==> src/rtl/uart_prot_rx.sv <==
// 8N1 UART receiver feeding the protocol data comparator: mid-bit sampling from a
// synchronised RX line, one-cycle serial_vld / frame_err strobes, data held between bytes.
module uart_prot_rx #(
  parameter int BAUD_W = 16
) (
  input  logic              clk,
  input  logic              rst,
  input  logic              RX,
  input  logic [BAUD_W-1:0] baud_cnt,
  output logic [7:0]        serial_data,
  output logic              serial_vld,
  output logic              frame_err,
  output logic              busy
);

  typedef enum logic [1:0] {
    IDLE  = 2'd0,
    START = 2'd1,
    DATA  = 2'd2,
    STOP  = 2'd3
  } state_t;

  localparam logic [BAUD_W-1:0] TMR_ONE = BAUD_W'(1);

  state_t            state;
  logic              rx_m;
  logic              rx_s;
  logic              rx_q;
  logic [BAUD_W-1:0] bit_tmr;
  logic [BAUD_W-1:0] baud_q;
  logic [2:0]        bit_idx;
  logic [7:0]        shift_q;
  logic              start_edge;
  logic              sample;

  assign start_edge = rx_q & ~rx_s;
  assign sample     = (bit_tmr == '0);

  // NOTE: every register here is written with <= so all flops see the pre-edge
  // values of each other; blocking assignments would let the synchroniser
  // stages collapse into a single flop.
  always_ff @(posedge clk) begin
    if (rst) begin
      // Synchroniser and history preset high so an idle line never looks like a start edge.
      rx_m        <= 1'b1;
      rx_s        <= 1'b1;
      rx_q        <= 1'b1;
      state       <= IDLE;
      bit_tmr     <= '0;
      baud_q      <= '0;
      bit_idx     <= '0;
      shift_q     <= '0;
      serial_data <= 8'h00;
      serial_vld  <= 1'b0;
      frame_err   <= 1'b0;
      busy        <= 1'b0;
    end else begin
      rx_m       <= RX;
      rx_s       <= rx_m;
      rx_q       <= rx_s;
      serial_vld <= 1'b0;
      frame_err  <= 1'b0;

      if (state != IDLE && !sample) begin
        bit_tmr <= bit_tmr - TMR_ONE;
      end

      case (state)
        IDLE: begin
          if (start_edge) begin
            bit_tmr <= baud_cnt >> 1;
            baud_q  <= baud_cnt;
            busy    <= 1'b1;
            state   <= START;
          end
        end

        START: begin
          if (sample) begin
            if (rx_s) begin
              // Line already back high at mid start bit: treat as a glitch.
              busy  <= 1'b0;
              state <= IDLE;
            end else begin
              bit_tmr <= baud_q - TMR_ONE;
              bit_idx <= '0;
              state   <= DATA;
            end
          end
        end

        DATA: begin
          if (sample) begin
            shift_q <= {rx_s, shift_q[7:1]};
            bit_tmr <= baud_q - TMR_ONE;
            bit_idx <= bit_idx + 3'd1;
            if (bit_idx == 3'd7) begin
              state <= STOP;
            end
          end
        end

        STOP: begin
          if (sample) begin
            // Leaving at mid stop bit leaves half a bit to catch a back-to-back start edge.
            if (rx_s) begin
              serial_data <= shift_q;
              serial_vld  <= 1'b1;
            end else begin
              frame_err <= 1'b1;
            end
            busy  <= 1'b0;
            state <= IDLE;
          end
        end

        default: begin
          busy  <= 1'b0;
          state <= IDLE;
        end
      endcase
    end
  end

endmodule

==> config.mk <==
export PLATFORM = sky130hd
export DESIGN_NAME = uart_prot_rx
export DESIGN_NICKNAME = d
export VERILOG_FILES = /design/src/rtl/uart_prot_rx.sv
export SDC_FILE = /design/constraint.sdc
export NUM_CORES = 1
export LEC_CHECK = 0
export ABC_AREA = 1
export BUFFER_PORTS_ARGS = -buffer_cell sky130_fd_sc_hd__buf_4
export CORE_MARGIN = 2
export CORE_UTILIZATION = 60
export DETAILED_ROUTE_END_ITERATION = 8
export GPL_TIMING_DRIVEN = 0
export PLACE_DENSITY = 0.79
export SYNTH_ARGS = -nofsm -noshare
export SYNTH_HDL_FRONTEND = slang
export SYNTH_SLANG_ARGS = --single-unit
==> constraint.sdc <==
create_clock -name clk -period 4.4 [get_ports clk]
set_input_delay 0.22 -clock clk [delete_from_list [all_inputs] [get_ports clk]]
set_output_delay 0.22 -clock clk [all_outputs]
set_load 0.01 [all_outputs]
# After elaboration in Yosys (flattened, before gate mapping)
# Index checks and enable logic that the tools add are counted.
[op_classes]
n_mux = 24
addsub = 3
reduce_logical = 14
eq_ne = 11
bitwise_logic = 4
[op_table]
columns = ["operator", "n"]
rows = [
  ["16-bit two-way mux", 5],
  ["16-bit one-hot mux with 3 select lines", 1],
  ["16-bit by 1-bit subtractor with 16-bit output, second input constant", 2],
  ["16-bit zero test", 1],
  ["2-bit != test, second input constant", 7],
  ["2-bit two-way mux", 6],
  ["5-bit AND reduction", 2],
  ["3-bit two-way mux", 3],
  ["2-bit one-hot mux with 4 select lines", 1],
  ["1-bit two-way mux", 6],
  ["3-bit one-hot mux with 2 select lines", 1],
  ["2-bit equality test, second input constant", 2],
  ["2-bit AND reduction", 2],
  ["4-bit AND reduction", 1],
  ["2-bit nonzero test", 2],
  ["3-bit by 1-bit adder with 3-bit output, second input constant", 1],
  ["3-bit equality test, second input constant", 1],
  ["1-bit NOT", 3],
  ["1-bit one-hot mux with 3 select lines", 1],
  ["3-bit AND reduction", 1],
  ["3-bit nonzero test", 1],
  ["3-bit OR reduction", 1],
  ["2-bit by 1-bit equality test with 1-bit output, second input constant", 1],
  ["2-bit zero test", 1],
  ["3 further kinds", 3],
]
[word_totals]
word_cells = 68
inputBits = 19
out_inout_bits = 11
regBits = 59

# Logic depth before layout (Yosys ltp)
# Gate-level depths: netlist (run 1).
[depth]
depth_word = 7
ltp_mapped = 12
depth_no_buf = 12

# Worst setup path after synthesis (run 1)
# OpenSTA, ideal clock, no wires.
[synth_timing]
kind = "reg2reg"
start = "reg state[0]"
end = "reg bit_tmr[4]"
required_ps = 4269
path_stages_with_launch = 10
t_arrival_ps = 1380
slack_ps = 2889
cell_sequence = "dfxtp_1 -> inv_1 -> ha_1 -> inv_1 -> nor2_1 -> inv_2 -> nand4_4 -> buf_6 -> nand3_2 -> a21oi_2"
[synth_via]
elab_chain_len = 6
word_cells_on_any_way = 11
cone_classes = "eq/ne (2); mux (6); reduce/logical (3)"
[synth_lines]
columns = ["element", "line", "source"]
rows = [
  ["from (decl)", "25", "state_t state;"],
  ["from (signal assigned)", "48", "state <= IDLE;"],
  ["from (signal assigned)", "74", "state <= START;"],
  ["from (signal assigned)", "83", "state <= IDLE;"],
  ["2-bit nonzero test", "64", "if (state != IDLE && !sample) begin"],
  ["1-bit logical AND", "64", ""],
  ["16-bit two-way mux", "64", ""],
  ["16-bit two-way mux", "80", "if (rx_s) begin"],
  ["16-bit two-way mux", "79", "if (sample) begin"],
  ["16-bit one-hot mux with 3 select lines *", "68", "case (state)"],
  ["to (signal assigned)", "65", "bit_tmr <= bit_tmr - TMR_ONE;"],
  ["to (signal assigned)", "71", "bit_tmr <= baud_cnt >> 1;"],
  ["to (signal assigned)", "85", "bit_tmr <= baud_q - TMR_ONE;"],
  ["to (decl)", "29", "logic [BAUD_W-1:0] bit_tmr;"],
]
# Every way passes the cells marked *; elsewhere a longest branch is shown, timed or not.
# A chain may end at the register's enable or synchronous reset.

# Worst setup path after layout (run 1)
[layout_timing]
start = "reg state[0]"
end = "reg bit_tmr[7]"
# Same word-level chain as after synthesis.

==> results.json, run 1 <==
{
  "status": "completed",
  "start_kind": "flop",
  "cts_resized": 0,
  "dieArea_mm2": 0.00602,
  "start_util_pct": 62.8,
  "overflow": 0,
  "synth_fp_nets": 491,
  "critPathMaxFanout": 10,
  "dp_hpwl_mm": 5.71,
  "setup_tns_ns": 0,
  "numCtsBuffers": 9,
  "power.density_mw_per_mm2": 649,
  "relSlewSlack_pct": 61.7,
  "slew_viol_final": 0,
  "synthArstFlopShare_pct": 0,
  "placedInstanceArea_mm2": 0.00355,
  "met2_usage_pct": 45.9,
  "core_mm2": 0.00517,
  "clk_pin_slew_ns": 0.07,
  "cp.required_ns": 4.68,
  "max_cap_viol_count": 0,
  "leakage_nw": 1.73,
  "htree_num_levels": 3,
  "end_kind": "flop",
  "ios": 30,
  "clk_latency_ns": 0.34,
  "finalClockSkew_ns": 0.00882,
  "synth.area.top_cells": "dfxtp_1 (36%), nand2_1 (14%), a21oi_1 (7.7%)",
  "syn_area_per_cell_um2": 7.02,
  "synth_cell_types": 36,
  "use_met3_pct": 3.72,
  "n_antenna_cell": 0,
  "grt_pass1_wl_mm": 13.3,
  "fin_crit_ns": 2.00,
  "cts_num_sinks": 59,
  "yosysSeqAreaShare_pct": 36.3,
  "port_buffers": 29,
  "fin_crit_sh_pct": 45.5,
  "synth-edff-count": 0,
  "grt_pass1_vias": 2931,
  "routabilityCongestion": 0.936,
  "final_nets": 531,
  "setup_viol": 0,
  "vias_per_cell": 5.38,
  "die_w_um": 77.6,
  "hold_viol_final": 0,
  "syn_area_mm2": 0.00325,
  "cts_hold_buffers": 0,
  "grt_usage_pct": 27.8,
  "grt_setup_unrepaired": "false",
  "grt.busiest_layer": "met2",
  "synth_top_area_share_pct": 36.3,
  "antenna_found_initial": 0,
  "drive_above_1_share_pct": 19.3,
  "grt_start_max_net_pins": 12,
  "wl_mm": 7.86,
  "synth-seq-cells": 59,
  "hp-class": "input port to flop",
  "fin_area_mm2": 0.00382,
  "drcViolationCount": 0,
  "die_h_um": 77.6,
  "clockBufferDepth": 2,
  "drt_iter0_drc": 183,
  "vdd_drop_max_mv": 0.375,
  "cts_tree": "built",
  "root_buffer": "clkbuf_8",
  "crit_arrival_ns": 2.28,
  "drtPass1Iterations": 4,
  "met1_usage_pct": 36.7,
  "fmax_mhz": 500,
  "syn_to_final_growth_pct": 17.5,
  "wl_per_cell_um": 13.6,
  "rows": 26,
  "num_vias": 3109,
  "synth_flop_cell": "dfxtp_1",
  "cts_setup_buffers": 0,
  "num-fill-cells": 408,
  "synth.largest_area_cell": "dfxtp_1",
  "tightest_slew_ns": 0.574,
  "syn_inst": 463,
  "drtAntennaViolNets": 0,
  "yosysWarningCount": 0,
  "crit_type": "flop to flop"
}
[worst paths after layout]
check | startpoint | end | slack [ns] | cells past startpoint
worst max-delay path | state[0] | bit_tmr[7] | 2.40 | 9
worst min register to register | rx_m | rx_s | 0.43 | 1
worst min-delay path | RX | rx_m | 0.07 | 2
worst max register to register | state[0] | bit_tmr[7] | 2.40 | 9
[cell usage after synthesis, types with 4 or more instances]
master    instances
xor2_1            5
a21oi_2           5
nor2_2            9
buf_6             4
nor3_1            5
nand3_1          28
inv_2             5
inv_1            39
xnor2_1           6
dfxtp_1          59
nor2_4            6
nand2_1         119
o21ai_2           4
clkbuf_1          6
a21oi_1          50
nand2_2           5
nor2_1           38
o21ai_0          16
o21ai_1          19
ha_1              9
[cells in the final DEF, fill, tap and decap left out, drive strengths merged, types with 5 or more instances in the layout]
cell type  synthesis  layout
nand2            126     126
dfxtp             59      59
a21oi             55      55
nor2              53      53
inv               44      45
o21ai             39      39
buf                9      38
nand3             31      31
clkbuf             6      15
ha                 9       9
xnor2              6       6
nor3               6       6
xor2               5       5
[routing by layer]
layer  routed length [um]  vias to the layer above
met2                 3760                       71
met4                  134                        0
met5                    0                        -
met1                 3680                     1442
li1                     -                     1585
met3                  278                       11
[area by class of cell]
type	instances	area, um^2	share of cell area [%]
Multi-Input combinational cell	343	1800	47.2
Sequential cell	59	1180	30.9
Timing Repair Buffer	29	218	5.70
Inverter	46	173	4.52
Clock inverter	7	139	3.64
Clock buffer	9	124	3.24
Buffer	15	93.8	2.46
Tap cell	70	87.6	2.29
[kinds of logic after synthesis]
group	share of synthesized area (%)
AND/OR/NAND/NOR	32.1
AO/OA/AOI/OAI	16.9
buffers and inverters	8.20
flip-flops	36.3
XOR/XNOR	2.96
adder cells (fa/ha/maj)	3.47
[worst max-delay path, stage by stage, from the launching register on]
cell	delay (ns)
dfxtp_1	0.36
inv_1	0.10
ha_1	0.17
inv_1	0.14
nor2_2	0.39
buf_2	0.31
nand2_1	0.13
nand2_1	0.13
nand2_1	0.07
a21oi_2	0.13
[registers in the layout, summed over array words and instances, names as in the netlist, named ones only]
register	flops
frame_err	1
busy	1
serial_vld	1
state	1
rx_s	1
rx_m	1
bit_idx	3
serial_data	8
baud_q	16
rx_q	1
shift_q	8
bit_tmr	16
[through the flow]
stage	cells	total power, mW	worst slack [ns]	utilization, %	hold WS (ns)
after detailed placement	562	1.80	2.43	68.7	0.412
after CTS	578	2.46	2.42	73.8	0.0648
final	578	2.48	2.40	73.8	0.0684
after global placement	562	1.77	2.48	68.7	0.395
after global routing	578	2.66	2.18	73.8	0.0670
after floorplan	463	1.60	2.89	-	0.324
[where the power goes]
group	switching [mW]	total (mW)	internal (mW)
combinational	0.727	1.13	0.400
sequential	0.0772	0.686	0.609
clock	0.231	0.664	0.434
Power figures use the tool's default switching activity.
==> run 2: changes to the inputs <==
==> config.mk (replaced) <==
export PLATFORM = sky130hd
export DESIGN_NAME = uart_prot_rx
export DESIGN_NICKNAME = d
export VERILOG_FILES = /design/src/rtl/uart_prot_rx.sv
export SDC_FILE = /design/constraint.sdc
export NUM_CORES = 1
export LEC_CHECK = 0
export ABC_AREA = 0
export BUFFER_PORTS_ARGS = -buffer_cell sky130_fd_sc_hd__buf_4
export CORE_MARGIN = 2
export CORE_UTILIZATION = 53
export DETAILED_ROUTE_END_ITERATION = 8
export GPL_TIMING_DRIVEN = 0
export PLACE_DENSITY = 0.74
export SYNTH_ARGS = -nofsm -noshare
export SYNTH_HDL_FRONTEND = slang
export SYNTH_SLANG_ARGS = --single-unit
==> constraint.sdc (replaced) <==
create_clock -name clk -period 1.7 [get_ports clk]
set_input_delay 0.085 -clock clk [delete_from_list [all_inputs] [get_ports clk]]
set_output_delay 0.085 -clock clk [all_outputs]
set_load 0.01 [all_outputs]
==> run 2 against run 1 <==
  * Sequential power increased to 2.8 times the previous value
  * Routed wire length rose by 27%
  * Final cell count shrank 7.6%
  * Critical path depth is 3 lower
  * Register-to-register slack got worse by 2.6 ns
  * Clock-buffer cell count is 2 higher
  * Clock skew decreased by 0.0047 ns
  * Highest routed layer unchanged
  * Combinational power grew to 6.4 times the previous value
  * The flow now finishes with violations (negative setup slack)
==> results.json, run 2 <==
{
  "leakage_nw": 1.73,
  "hold_viol_final": 0,
  "synth-seq-cells": 59,
  "n_antenna_cell": 0,
  "final_common_cell": "nand2_1",
  "grt_pass1_wl_mm": 14.6,
  "port_buffers": 28,
  "rr_startpoint": "bit_tmr[2]",
  "finalClockSkew_ns": 0.00411,
  "cp_slowest_cell": "nor4_4",
  "numCtsBuffers": 9,
  "hp-class": "input port to flop",
  "htree_num_levels": 3,
  "status": "complete, but fails checks",
  "yosysSeqAreaShare_pct": 37.0,
  "r2r_slack_ns": -0.19,
  "crit_type": "flop to flop",
  "r2r_end": "state[0]",
  "synth_top_area_share_pct": 37.0,
  "slew_viol_final": 0,
  "wl_per_cell_um": 18.6,
  "yosysWarningCount": 0,
  "fin_area_mm2": 0.00463,
  "grt_pass1_vias": 2899,
  "tightest_slew_ns": 0.643,
  "overflow": 0,
  "clk_latency_ns": 0.35,
  "synthArstFlopShare_pct": 0,
  "dp_cells": 474,
  "synth_commonest_cells": "nand2_1 (67), dfxtp_1 (59), a21oi_1 (41), nand3_1 (16)",
  "synth.largest_area_cell": "dfxtp_1",
  "vdd_drop_max_mv": 2.42,
  "yosysMostFrequentCell": "nand2_1",
  "syn_area_mm2": 0.00319,
  "cts_tree": "built",
  "synth_flop_cell": "dfxtp_1",
  "power.internal_mw": 6.00,
  "layout_common_cells": "nand2_1 (60), buf_4 (55), dfxtp_1 (43), a21oi_1 (31), dfxtp_2 (14)",
  "final_nets": 482,
  "power.density_mw_per_mm2": 2290,
  "drtPass1Iterations": 5,
  "ios": 30,
  "grt_start_max_net_pins": 11,
  "path_cells": "nor4_4 -> nand2_4 -> buf_6 -> o31ai_4 -> nand3_2 -> a221oi_2",
  "crit_arrival_ns": 2.14,
  "syn_to_final_growth_pct": 45.3,
  "routabilityCongestion": 0.835,
  "cp_slowest_stage_delay_ns": 0.44,
  "setup_tns_ns": -4.17,
  "fmax_mhz": 528,
  "syn_inst": 371,
  "critPathCapture": "state[0]",
  "syn_area_per_cell_um2": 8.59,
  "synth_cell_types": 59,
  "drive_above_1_share_pct": 43.6,
  "path_depth": 6,
  "core_mm2": 0.00585,
  "p_sw_mw": 4.62,
  "critPathMaxFanout": 5,
  "critical_path.startpoint": "bit_tmr[2]",
  "violations": "negative setup slack",
  "relSlewSlack_pct": 57.1,
  "end_kind": "flop",
  "synth-edff-count": 0,
  "num_vias": 3222,
  "fin_crit_sh_pct": 111,
  "r2r_cells": 6,
  "clk_pin_slew_ns": 0.07,
  "die_h_um": 81.6,
  "antenna_found_initial": 0,
  "start_kind": "flop",
  "drcViolationCount": 0,
  "start_util_pct": 54.5,
  "wl_mm": 9.95,
  "final_util_pct": 79.2,
  "clockBufferDepth": 2,
  "rows": 28,
  "vias_per_cell": 6.03,
  "cp.required_ns": 1.95,
  "synth_fp_nets": 399,
  "drtAntennaViolNets": 0,
  "switching_share_pct": 43.5,
  "dieArea_mm2": 0.00665,
  "grt_setup_unrepaired": "true",
  "pre_cts_ws_ns": -0.408,
  "crit_family": "simple AND/OR/NAND/NOR gates",
  "max_cap_viol_count": 0,
  "grt_usage_pct": 29.3,
  "seq_power_share_pct": 18.2,
  "final.setup.worst_slack_ns": -0.193,
  "die_w_um": 81.6,
  "synth.area.top_cells": "dfxtp_1 (37%), nand2_1 (7.9%), a21oi_1 (6.4%)",
  "fin_crit_ns": 1.89,
  "cts_num_sinks": 59,
  "final_cells": 534,
  "num-fill-cells": 346,
  "placedInstanceArea_mm2": 0.00358,
  "root_buffer": "clkbuf_8",
  "clkPwrFrac_pct": 13.3,
  "top_regs": "baud_q: 16 flops, bit_tmr: 16 flops",
  "drt_iter0_drc": 338,
  "crit_buf_inv": 1,
  "setup_viol": 43,
  "p_comb_share_pct": 68.5,
  "dp_hpwl_mm": 5.41
}
run 2: cell types whose count changed after synthesis, sizes merged, moves of 13 or more:
| cell | delta |
|---|---|
| nor2 | -38 |
| inv | -32 |
| a21oi | -13 |
| nand2 | -56 |
| o21ai | -30 |
| nand3 | -14 |
run 2: per-layer routing:
layer / share of wire [%] / GRT usage [%] / vias up
met5: 0 / 0 / -
met4: 2.2 / 14.4 / 0
met3: 6.4 / 6.48 / 25
met2: 49 / 45.7 / 144
met1: 42 / 38.1 / 1566
li1: - / - / 1487
run 2: worst min-delay path by stage:
stage                           start   endpoint  cells after the start
after detailed placement           RX       rx_m                      2
after global routing      baud_cnt[2]  baud_q[2]                      3
after CTS                 baud_cnt[5]  baud_q[5]                      3
final                     baud_cnt[2]  baud_q[2]                      3
after global placement             RX       rx_m                      2
after floorplan                    RX       rx_m                      1
run 2: final cells by class:
cell class	count	area, um^2	area share, %
Timing Repair Buffer	76	676	14.6
Sequential cell	59	1210	26.0
Multi-Input combinational cell	280	2250	48.5
Clock buffer	11	131	2.84
Tap cell	75	93.8	2.03
Inverter	12	52.6	1.13
Buffer	16	149	3.21
Clock inverter	5	77.6	1.67
run 2: worst reg2reg max path: cells and delay by family (launching register included):
family	cells	cell delay, ns
DFF	1	0.37
and+or+nand+nor	3	0.71
buffers and inverters	1	0.16
AOI/OAI and AO/OA	2	0.55
run 2: power groups by stage:
stage          registers (mW)  logic (mW)  clock network [mW]
6_report                 1.94        7.27                1.41
5_1_grt                  1.95        7.54                1.48
4_1_cts                  1.86        6.07                1.41
3_5_place_dp             1.85        3.86                   0
3_3_place_gp             1.84        3.83                   0
2_1_floorplan            1.82        3.17                   0
run 2: cells by family (layout without fill, tap and decap cells):
family / Yosys count / in the layout / synth area share, %
buf+inv: 32 / 120 / 4.59
xor+xnor: 24 / 24 / 6.59
simple gates: 153 / 153 / 28.2
mux: 3 / 3 / 1.14
flops: 59 / 59 / 37.0
fa+ha+maj: 9 / 9 / 3.53
compound gates: 91 / 91 / 18.9
run 2: timing repair:
action | CTS | global route
hold buffers | 9 | 0
cloned | 2 | 0
hold endpoints to repair | 12 | 0
gates resized for setup | 59 | 70
endpoints found under the setup margin | 52 | 50
setup buffers | 25 | 12
pin swaps | 28 | 42
run 2: metrics by stage:
| step | power [mW] | hold slack [ns] |
|---|---|---|
| 3_3_place_gp | 5.67 | 0.271 |
| 2_1_floorplan | 4.98 | 0.189 |
| 3_5_place_dp | 5.71 | 0.277 |
| 4_1_cts | 9.34 | 0.00491 |
| 6_report | 10.6 | 0.0195 |
| 5_1_grt | 11.0 | 0.00819 |
==> run 3: changes to the inputs <==
--- a/config.mk
+++ b/config.mk
@@ -8,10 +8,10 @@
 export ABC_AREA = 0
 export BUFFER_PORTS_ARGS = -buffer_cell sky130_fd_sc_hd__buf_4
 export CORE_MARGIN = 2
-export CORE_UTILIZATION = 53
+export CORE_UTILIZATION = 60
 export DETAILED_ROUTE_END_ITERATION = 8
 export GPL_TIMING_DRIVEN = 0
-export PLACE_DENSITY = 0.74
+export PLACE_DENSITY = 0.8
 export SYNTH_ARGS = -nofsm -noshare
 export SYNTH_HDL_FRONTEND = slang
 export SYNTH_SLANG_ARGS = --single-unit
==> constraint.sdc (replaced) <==
create_clock -name clk -period 2.25 [get_ports clk]
set_input_delay 0.1125 -clock clk [delete_from_list [all_inputs] [get_ports clk]]
set_output_delay 0.1125 -clock clk [all_outputs]
set_load 0.01 [all_outputs]
==> run 3 against run 2 <==
  * Clock power shrank 42%
  * Largest cell class unchanged
  * Core utilization shrank 6.5 points
  * The run now ends clean
  * Critical path depth grew 2
  * Via count shrank 13%
  * Flip-flop and latch count is the same
  * Cell area shrank 20%
  * Largest power group unchanged
  * Register-to-register slack gained 0.35 ns
==> results.json, run 3 (synthesis gave the netlist of run 2 again) <==
{
  "status": "completed",
  "vias_per_cell": 5.76,
  "start_kind": "flop",
  "cp.required_ns": 2.48,
  "p_comb_share_pct": 56.2,
  "relSlewSlack_pct": 66.1,
  "critPathCapture": "bit_tmr[14]",
  "cts_tree": "built",
  "syn_to_final_growth_pct": 16.5,
  "crit_arrival_ns": 2.33,
  "fin_crit_sh_pct": 93.2,
  "placedInstanceArea_mm2": 0.00349,
  "grt_start_max_net_pins": 11,
  "ios": 30,
  "num-fill-cells": 418,
  "tightest_slew_ns": 0.508,
  "hold_viol_final": 0,
  "grt_pass1_vias": 2551,
  "critPathMaxFanout": 10,
  "routabilityCongestion": 0.834,
  "core_mm2": 0.00511,
  "final_nets": 441,
  "root_buffer": "clkbuf_8",
  "overflow": 0,
  "die_h_um": 76.9,
  "setup_tns_ns": 0,
  "wl_mm": 7.34,
  "fmax_mhz": 477,
  "critical_path.startpoint": "state[0]",
  "r2r_slack_ns": 0.15,
  "crit_type": "flop to flop",
  "cp_slowest_stage_delay_ns": 0.37,
  "p_sw_mw": 2.36,
  "cp_slowest_cell": "dfxtp_1",
  "path_depth": 8,
  "start_util_pct": 62.4,
  "n_antenna_cell": 0,
  "path_cells": "inv_1 -> ha_1 -> buf_2 -> nor4b_1 -> nand4_1 -> mux2_2 -> a32oi_1 -> o21ai_0",
  "drcViolationCount": 0,
  "fin_area_mm2": 0.00371,
  "end_kind": "flop",
  "drtPass1Iterations": 4,
  "antenna_found_initial": 0,
  "htree_num_levels": 3,
  "crit_family": "simple AND/OR/NAND/NOR gates",
  "crit_buf_inv": 2,
  "rr_startpoint": "state[0]",
  "drtAntennaViolNets": 0,
  "max_cap_viol_count": 0,
  "grt_usage_pct": 26.0,
  "whs_path_depth": 3,
  "finalClockSkew_ns": 0.0121,
  "leakage_nw": 1.37,
  "clockBufferDepth": 2,
  "numCtsBuffers": 9,
  "rows": 26,
  "final_common_cell": "nand2_1",
  "grt_pass1_wl_mm": 12.2,
  "hp-class": "input port to flop",
  "clk_pin_slew_ns": 0.07,
  "clkPwrFrac_pct": 16.5,
  "wl_per_cell_um": 15.0,
  "r2r_end": "bit_tmr[14]",
  "slew_viol_final": 0,
  "r2r_cells": 8,
  "power.density_mw_per_mm2": 1340,
  "setup_viol": 0,
  "top_regs": "baud_q: 16 flops, bit_tmr: 16 flops",
  "dieArea_mm2": 0.00591,
  "dp_hpwl_mm": 5.33,
  "grt_setup_unrepaired": "false",
  "drt_iter0_drc": 315,
  "fin_crit_ns": 2.10,
  "switching_share_pct": 47.4,
  "power.internal_mw": 2.63,
  "layout_common_cells": "nand2_1 (67), dfxtp_1 (59), a21oi_1 (40), buf_4 (30), nand3_1 (16)",
  "port_buffers": 28,
  "seq_power_share_pct": 27.3,
  "num_vias": 2809,
  "drive_above_1_share_pct": 21.3,
  "cts_num_sinks": 59,
  "die_w_um": 76.9,
  "vdd_drop_max_mv": 0.903,
  "final_util_pct": 72.7,
  "clk_latency_ns": 0.35
}
run 3: how the worst min path moves through the flow:
stage                             from           to  slack, ns
after floorplan                     RX         rx_m       0.22
after global placement              RX         rx_m       0.30
after detailed placement            RX         rx_m       0.30
after CTS                 baud_cnt[15]  bit_tmr[14]      0.002
after global routing      baud_cnt[15]  bit_tmr[14]       0.03
final                     baud_cnt[10]   bit_tmr[9]      0.009
run 3: layout make-up:
type / count / area (um^2) / area share (%)
inverters: 12 / 45.0 / 1.21
multi-input cells: 280 / 1890 / 50.9
clock buffers: 10 / 128 / 3.44
clock inverters: 6 / 32.5 / 0.876
flip-flops and latches: 59 / 1180 / 31.8
repair buffers: 32 / 250 / 6.74
well taps: 70 / 87.6 / 2.36
plain buffers: 19 / 98.8 / 2.66
run 3: power by group through the flow:
stage               sequential [mW]  clock, mW  combinational (mW)
global route                   1.38      0.864                3.06
global placement               1.38          0                2.66
detailed placement             1.38          0                2.71
CTS                            1.36      0.826                2.73
floorplan                      1.36          0                2.20
finish                         1.36      0.822                2.80
run 3: worst reg2reg max path: stages, from the launching register on:
cell and delay (ns):
dfxtp_1 0.37, inv_1 0.13, ha_1 0.27, buf_2 0.21, nor4b_1 0.30, nand4_1 0.13
mux2_2 0.30, a32oi_1 0.18, o21ai_0 0.10
run 3: stage by stage:
stage / instances / total power, mW / hold slack [ns] / setup slack, ns
floorplan: 371 / 3.56 / 0.216 / 0.362
global placement: 469 / 4.04 / 0.299 / 0.0591
detailed placement: 469 / 4.09 / 0.303 / 0.0308
CTS: 489 / 4.91 / 0.00223 / 0.0130
global route: 488 / 5.30 / 0.0313 / 0.00657
finish: 488 / 4.99 / 0.00938 / 0.153
run 3: repair_timing:
| item | in CTS | in global routing |
|---|---|---|
| endpoints found under the hold margin | 4 | 0 |
| setup buffers | 0 | 0 |
| resized for setup | 0 | 11 |
| endpoints found under the setup margin | 0 | 24 |
| hold buffers | 4 | 0 |
run 3: layer usage:
| metal | wire length [um] | vias up | global-route usage [%] |
|---|---|---|---|
| li1 | - | 1400 | - |
| met1 | 3320 | 1312 | 37.0 |
| met5 | 0 | - | 0 |
| met3 | 612 | 10 | 4.94 |
| met4 | 128 | 0 | 11.8 |
| met2 | 3280 | 87 | 37.9 |
